**config.mk**
```make
export PLATFORM = sky130hd
export DESIGN_NAME = gf180mcu_fd_sc_mcu9t5v0__ro_freq_meter
export DESIGN_NICKNAME = d
export VERILOG_FILES = /design/src/rtl/gf180mcu_fd_sc_mcu9t5v0__ro_freq_meter_pkg.sv /design/src/rtl/gf180mcu_fd_sc_mcu9t5v0__sync_edge.sv /design/src/rtl/gf180mcu_fd_sc_mcu9t5v0__ro_freq_meter.sv
export SDC_FILE = /design/constraint.sdc
export NUM_CORES = 1
export LEC_CHECK = 0
export ABC_CLOCK_PERIOD_IN_PS = 2800
export CAP_MARGIN = 10
export CORE_UTILIZATION = 40
export CTS_CLUSTER_SIZE = 8
export DETAILED_ROUTE_END_ITERATION = 6
export MAX_ROUTING_LAYER = met4
export PLACE_DENSITY = 0.7
export SYNTH_ARGS = -nofsm -noshare
export SYNTH_HDL_FRONTEND = slang
export SYNTH_SLANG_ARGS = --single-unit
```
**constraint.sdc**
```tcl
create_clock -name CLK -period 2.8 [get_ports CLK]
set_clock_uncertainty 0.2 [all_clocks]
set_input_delay 0.84 -clock CLK [delete_from_list [all_inputs] [get_ports CLK]]
set_output_delay 0.84 -clock CLK [all_outputs]
set_load 0.005 [all_outputs]
```
**src/rtl/gf180mcu_fd_sc_mcu9t5v0__ro_freq_meter_pkg.sv**
```systemverilog
// gf180mcu_fd_sc_mcu9t5v0__ro_freq_meter_pkg: shared FSM state type, default widths and a width helper
package gf180mcu_fd_sc_mcu9t5v0__ro_freq_meter_pkg;
  typedef enum logic [1:0] {IDLE, SETTLE, MEAS, FINISH} state_t;
  localparam int CNT_W_DEF       = 16;
  localparam int WIN_W_DEF       = 16;
  localparam int SETTLE_CYC_DEF  = 8;
  localparam int SYNC_STAGES_DEF = 2;
  function automatic int max_int(input int a, input int b);
    return (a > b) ? a : b;
  endfunction
endpackage

```
**src/rtl/gf180mcu_fd_sc_mcu9t5v0__sync_edge.sv**
```systemverilog
// gf180mcu_fd_sc_mcu9t5v0__sync_edge: SYNC_STAGES-deep synchronizer with rising-edge pulse
// Ports: CLK/RST clock and sync active-high reset, i_d async input, o_pulse one-cycle rising-edge pulse
module gf180mcu_fd_sc_mcu9t5v0__sync_edge #(
  parameter int SYNC_STAGES = 2
) (
  input  logic CLK,
  input  logic RST,
  input  logic i_d,
  output logic o_pulse
);
  logic [SYNC_STAGES-1:0] r_sync;
  logic                   r_prev;
  always_ff @(posedge CLK) begin
    if (RST) begin
      r_sync <= '0;
      r_prev <= 1'b0;
    end else begin
      // truncating the concatenation shifts i_d in at bit 0, valid for any depth >= 1
      r_sync <= SYNC_STAGES'({r_sync, i_d});
      r_prev <= r_sync[SYNC_STAGES-1];
    end
  end
  assign o_pulse = r_sync[SYNC_STAGES-1] & ~r_prev;
endmodule

```
**src/rtl/gf180mcu_fd_sc_mcu9t5v0__ro_freq_meter.sv**
```systemverilog
// gf180mcu_fd_sc_mcu9t5v0__ro_freq_meter: enables a ring oscillator and counts its rising edges over a CLK window
// Ports: CLK/RST clock and sync active-high reset; START/WINDOW request and window length;
//        RO_IN async oscillator tap; RO_EN oscillator enable; BUSY run in progress;
//        DONE result pulse; COUNT/OVF last result and saturation flag
module gf180mcu_fd_sc_mcu9t5v0__ro_freq_meter
  import gf180mcu_fd_sc_mcu9t5v0__ro_freq_meter_pkg::*;
#(
  parameter int CNT_W       = CNT_W_DEF,
  parameter int WIN_W       = WIN_W_DEF,
  parameter int SETTLE_CYC  = SETTLE_CYC_DEF,
  parameter int SYNC_STAGES = SYNC_STAGES_DEF
) (
  input  logic             CLK,
  input  logic             RST,
  input  logic             START,
  input  logic [WIN_W-1:0] WINDOW,
  input  logic             RO_IN,
  output logic             RO_EN,
  output logic             BUSY,
  output logic             DONE,
  output logic [CNT_W-1:0] COUNT,
  output logic             OVF
);
  localparam int PH_W = max_int(WIN_W, $clog2(SETTLE_CYC + 1));
  state_t           r_state, w_state_nxt;
  logic [PH_W-1:0]  r_phase, w_phase_nxt;
  logic [WIN_W-1:0] r_win, w_win_nxt;
  logic [CNT_W-1:0] r_cnt, w_cnt_nxt, r_count;
  logic             r_acc_ovf, w_acc_ovf_nxt, r_ovf;
  logic             w_pulse;
  gf180mcu_fd_sc_mcu9t5v0__sync_edge #(.SYNC_STAGES(SYNC_STAGES)) u_sync (
    .CLK    (CLK),
    .RST    (RST),
    .i_d    (RO_IN),
    .o_pulse(w_pulse)
  );
  always_ff @(posedge CLK) begin
    if (RST) r_state <= IDLE;
    else     r_state <= w_state_nxt;
  end
  always_comb begin
    w_state_nxt   = r_state;
    w_phase_nxt   = r_phase;
    w_win_nxt     = r_win;
    w_cnt_nxt     = r_cnt;
    w_acc_ovf_nxt = r_acc_ovf;
    case (r_state)
      IDLE: if (START) begin
        // a zero window skips the oscillator entirely and reports an empty result
        w_state_nxt   = (WINDOW != '0) ? SETTLE : FINISH;
        w_phase_nxt   = PH_W'(SETTLE_CYC - 1);
        w_win_nxt     = WINDOW;
        w_cnt_nxt     = '0;
        w_acc_ovf_nxt = 1'b0;
      end
      SETTLE: begin
        w_state_nxt = (r_phase == '0) ? MEAS : SETTLE;
        w_phase_nxt = (r_phase == '0) ? PH_W'(r_win) - PH_W'(1) : r_phase - PH_W'(1);
      end
      MEAS: begin
        // saturate rather than wrap; the sticky flag records the lost edges
        w_cnt_nxt     = (w_pulse && !(&r_cnt)) ? r_cnt + CNT_W'(1) : r_cnt;
        w_acc_ovf_nxt = r_acc_ovf | (w_pulse & (&r_cnt));
        w_state_nxt   = (r_phase == '0) ? FINISH : MEAS;
        w_phase_nxt   = r_phase - PH_W'(1);
      end
      FINISH: w_state_nxt = IDLE;
    endcase
  end
  always_ff @(posedge CLK) begin
    if (RST) begin
      r_phase   <= '0;
      r_win     <= '0;
      r_cnt     <= '0;
      r_acc_ovf <= 1'b0;
      r_count   <= '0;
      r_ovf     <= 1'b0;
    end else begin
      r_phase   <= w_phase_nxt;
      r_win     <= w_win_nxt;
      r_cnt     <= w_cnt_nxt;
      r_acc_ovf <= w_acc_ovf_nxt;
      // results load on entry to FINISH so they are already valid while DONE is high
      r_count   <= (w_state_nxt == FINISH) ? w_cnt_nxt : r_count;
      r_ovf     <= (w_state_nxt == FINISH) ? w_acc_ovf_nxt : r_ovf;
    end
  end
  assign RO_EN = (r_state == SETTLE) || (r_state == MEAS);
  assign BUSY  = RO_EN;
  assign DONE  = (r_state == FINISH);
  assign COUNT = r_count;
  assign OVF   = r_ovf;
endmodule

```
==> impl_metrics.ini <==
[power]
leakage_nw = 1.86
max-vdd-ir-drop_mv = 0.334
p_per_area_mw_per_mm2 = 940

[die]
start_util_pct = 41.7
rows = 34
die_x_um = 97.9
coreArea_mm2 = 0.00881
die_h_um = 97.9
io-pin-count = 40
dieArea_mm2 = 0.00958

[detailed_routing]
wl_per_cell_um = 15.0
wl_mm = 9.46
firstDrtPassIters = 5
num_vias = 3564
drt_iter0_markers = 175
vias_per_cell = 5.67
drcViolationCount = 0
ant_nets = 0

[placed_design]
dp_hpwl_mm = 6.75
numPortBuffers = 39
dpl_cell_area_mm2 = 0.00442
place.gp.congestion = 0.923

[critical_path]
critPathArrivalTime_ps = 1690
critPathLaunchType = flip-flop
crit_family = buffers and inverters
slowest_stage = clkdlybuf4s50_1
crit_buf_inv = 2
cp.required_ps = 1760
worstSetupEndpointType = output pin
slowest_delay_ps = 500
worstSetupPathType = reg2out
cp_cell_sequence = inv_1, ha_4, clkdlybuf4s50_1
path_max_fanout = 5

[synthesis]
yosysMostFrequentCell = dfxtp_1
yosys.area.top_type = dfxtp_1
syn-num-nets = 476
synth_top_area_share_pct = 38.7
ys.flop_type = dfxtp_1
synth_edf_count = 0
syn_area_mm2 = 0.00368
ys_seq_area_share_pct = 38.7
synthCells = 447
synthTopCellsByCount = 71 x dfxtp_1, 56 x nand2_1, 49 x nor2_1, 32 x a21oi_1, 19 x clkbuf_1
synthTopCellsByArea = dfxtp_1 39%, nand2_1 5.7%, nor2_1 5.0%
ys_ff_latch = 71
ys_types = 52
yosysWarnings = 0
avgSynthCellArea_um2 = 8.22
async_reset_ff_share_pct = 0

[finish]
finalNetCount = 546
syn2layout_area_growth_pct = 29.6
drive_gt1_share_pct = 15.7
diodes = 0
fin_area_mm2 = 0.00476
fill_cells = 784

[sta]
whs_ps = 255
rsz0062_at_grt = no
finalMaxSlewViolations = 0
fin_tns_setup_ps = 0
hold_viol = 0
setup_violations = 0
fmax_mhz = 366
min_period_ps = 2730
worst_slew_pin_slew_ps = 480
finalCritPeriodShare_pct = 97.6
slew_headroom_pct = 68.0

[clocking]
clk_pin_slew_ps = 80
cts-htree-levels = 3
clock-root-buffer = clkbuf_8
postCtsHoldBufs = 0
cts_tree = built
clock_sinks = 71
cts_buffer_depth = 2
clk_latency_ps = 350
cts_made_buffers = 9

[global_route]
met3_usage_pct = 3.51
grt_usage_pct = 21.1
met2_usage_pct = 31.4
grt_pass1_wl_mm = 16.0
overflow = 0
grt_pass1_vias = 3382
top_usage_layer = met2
antenna_found_initial = 0
use_met1_pct = 28.0
grt_max_degree = 42

[status]
outcome = complete, no violations

[flow_run]
maxCapViolations = 0

[hold_path]
hp-class = reg2reg
-- registers in the layout, indices dropped and copies added (netlist names) --
name and flops:
r_acc_ovf 1, u_sync.r_prev 1, OVF 1, r_state 2, r_phase 16, COUNT 16, r_cnt 16, u_sync.r_sync 2
r_win 16
-- metal layers --
metal / wire [um] / up-vias / part of all wire, %
met3: 431 / 21 / 4.6
met4: 223 / 0 / 2.4
met1: 4560 / 1671 / 48
met5: 0 / - / 0
li1: - / 1774 / -
met2: 4250 / 98 / 45
-- through the flow --
stage | util (%) | cells | total power [W] | worst slack (ps)
after global routing | 54.1 | 629 | 0.00478 | 0.673
after floorplan | - | 447 | 0.00261 | 169
after global placement | 50.2 | 611 | 0.00328 | -408
after detailed placement | 50.2 | 611 | 0.00333 | -453
after CTS | 53.3 | 628 | 0.00440 | 32.1
final | 54.1 | 629 | 0.00448 | 68.3
-- final timing paths --
| check | startpoint | endpoint | slack, ps | cells after the start |
|---|---|---|---|---|
| max | r_state[0] | RO_EN | 70 | 3 |
| min | u_sync.r_sync[0] | u_sync.r_sync[1] | 250 | 1 |
| max reg2reg | r_phase[6] | OVF | 150 | 7 |
| min reg2reg | u_sync.r_sync[0] | u_sync.r_sync[1] | 250 | 1 |
-- power breakdown --
part	internal, W	switching (W)
combinational	0.00108	0.00122
sequential	0.00113	0.000130
clock	0.000523	0.000390
total	0.00273	0.00174
-- kinds of logic (layout without fill, tap and decap cells) --
kind of cell               after synthesis  after routing  share of synthesized area, %
AOI/OAI and AO/OA                      122            122                          23.9
xor gates and xnor gates                17             17                          4.05
adders and majority gates                9              9                          3.06
buffers and inverters                   34            108                          3.88
DFF                                     71             71                          38.7
and+or+nand+nor                        194            194                          26.5
-- what timing repair did --
item,in CTS,in global routing
setup buffers,1,0
gates cloned,1,1
endpoints found under the setup margin,17,17
gates resized for setup,6,8
pin swaps,1,2
-- final cells by class --
cell class | instances | area, um2 | share of cell area (%)
multi-input cells | 342 | 2170 | 45.6
flip-flops and latches | 71 | 1420 | 29.9
repair buffers | 81 | 768 | 16.1
clock buffers | 10 | 138 | 2.89
well taps | 108 | 135 | 2.84
clock inverters | 5 | 81.3 | 1.71
inverters | 12 | 45.0 | 0.945
-- layout by cell type (no fill, tap or decap), types with 9 or more instances in the layout --
cell type | netlist | routed
a21oi_1 | 32 | 32
a22oi_1 | 9 | 9
buf_4 | 2 | 37
clkbuf_8 | 0 | 10
clkdlybuf4s50_1 | 0 | 36
dfxtp_1 | 71 | 70
inv_1 | 12 | 12
nand2_1 | 56 | 56
nand3_1 | 9 | 9
nor2_1 | 49 | 49
nor3_1 | 18 | 18
o21ai_0 | 17 | 17
xor2_1 | 10 | 10
Power figures use the tool's default switching activity.
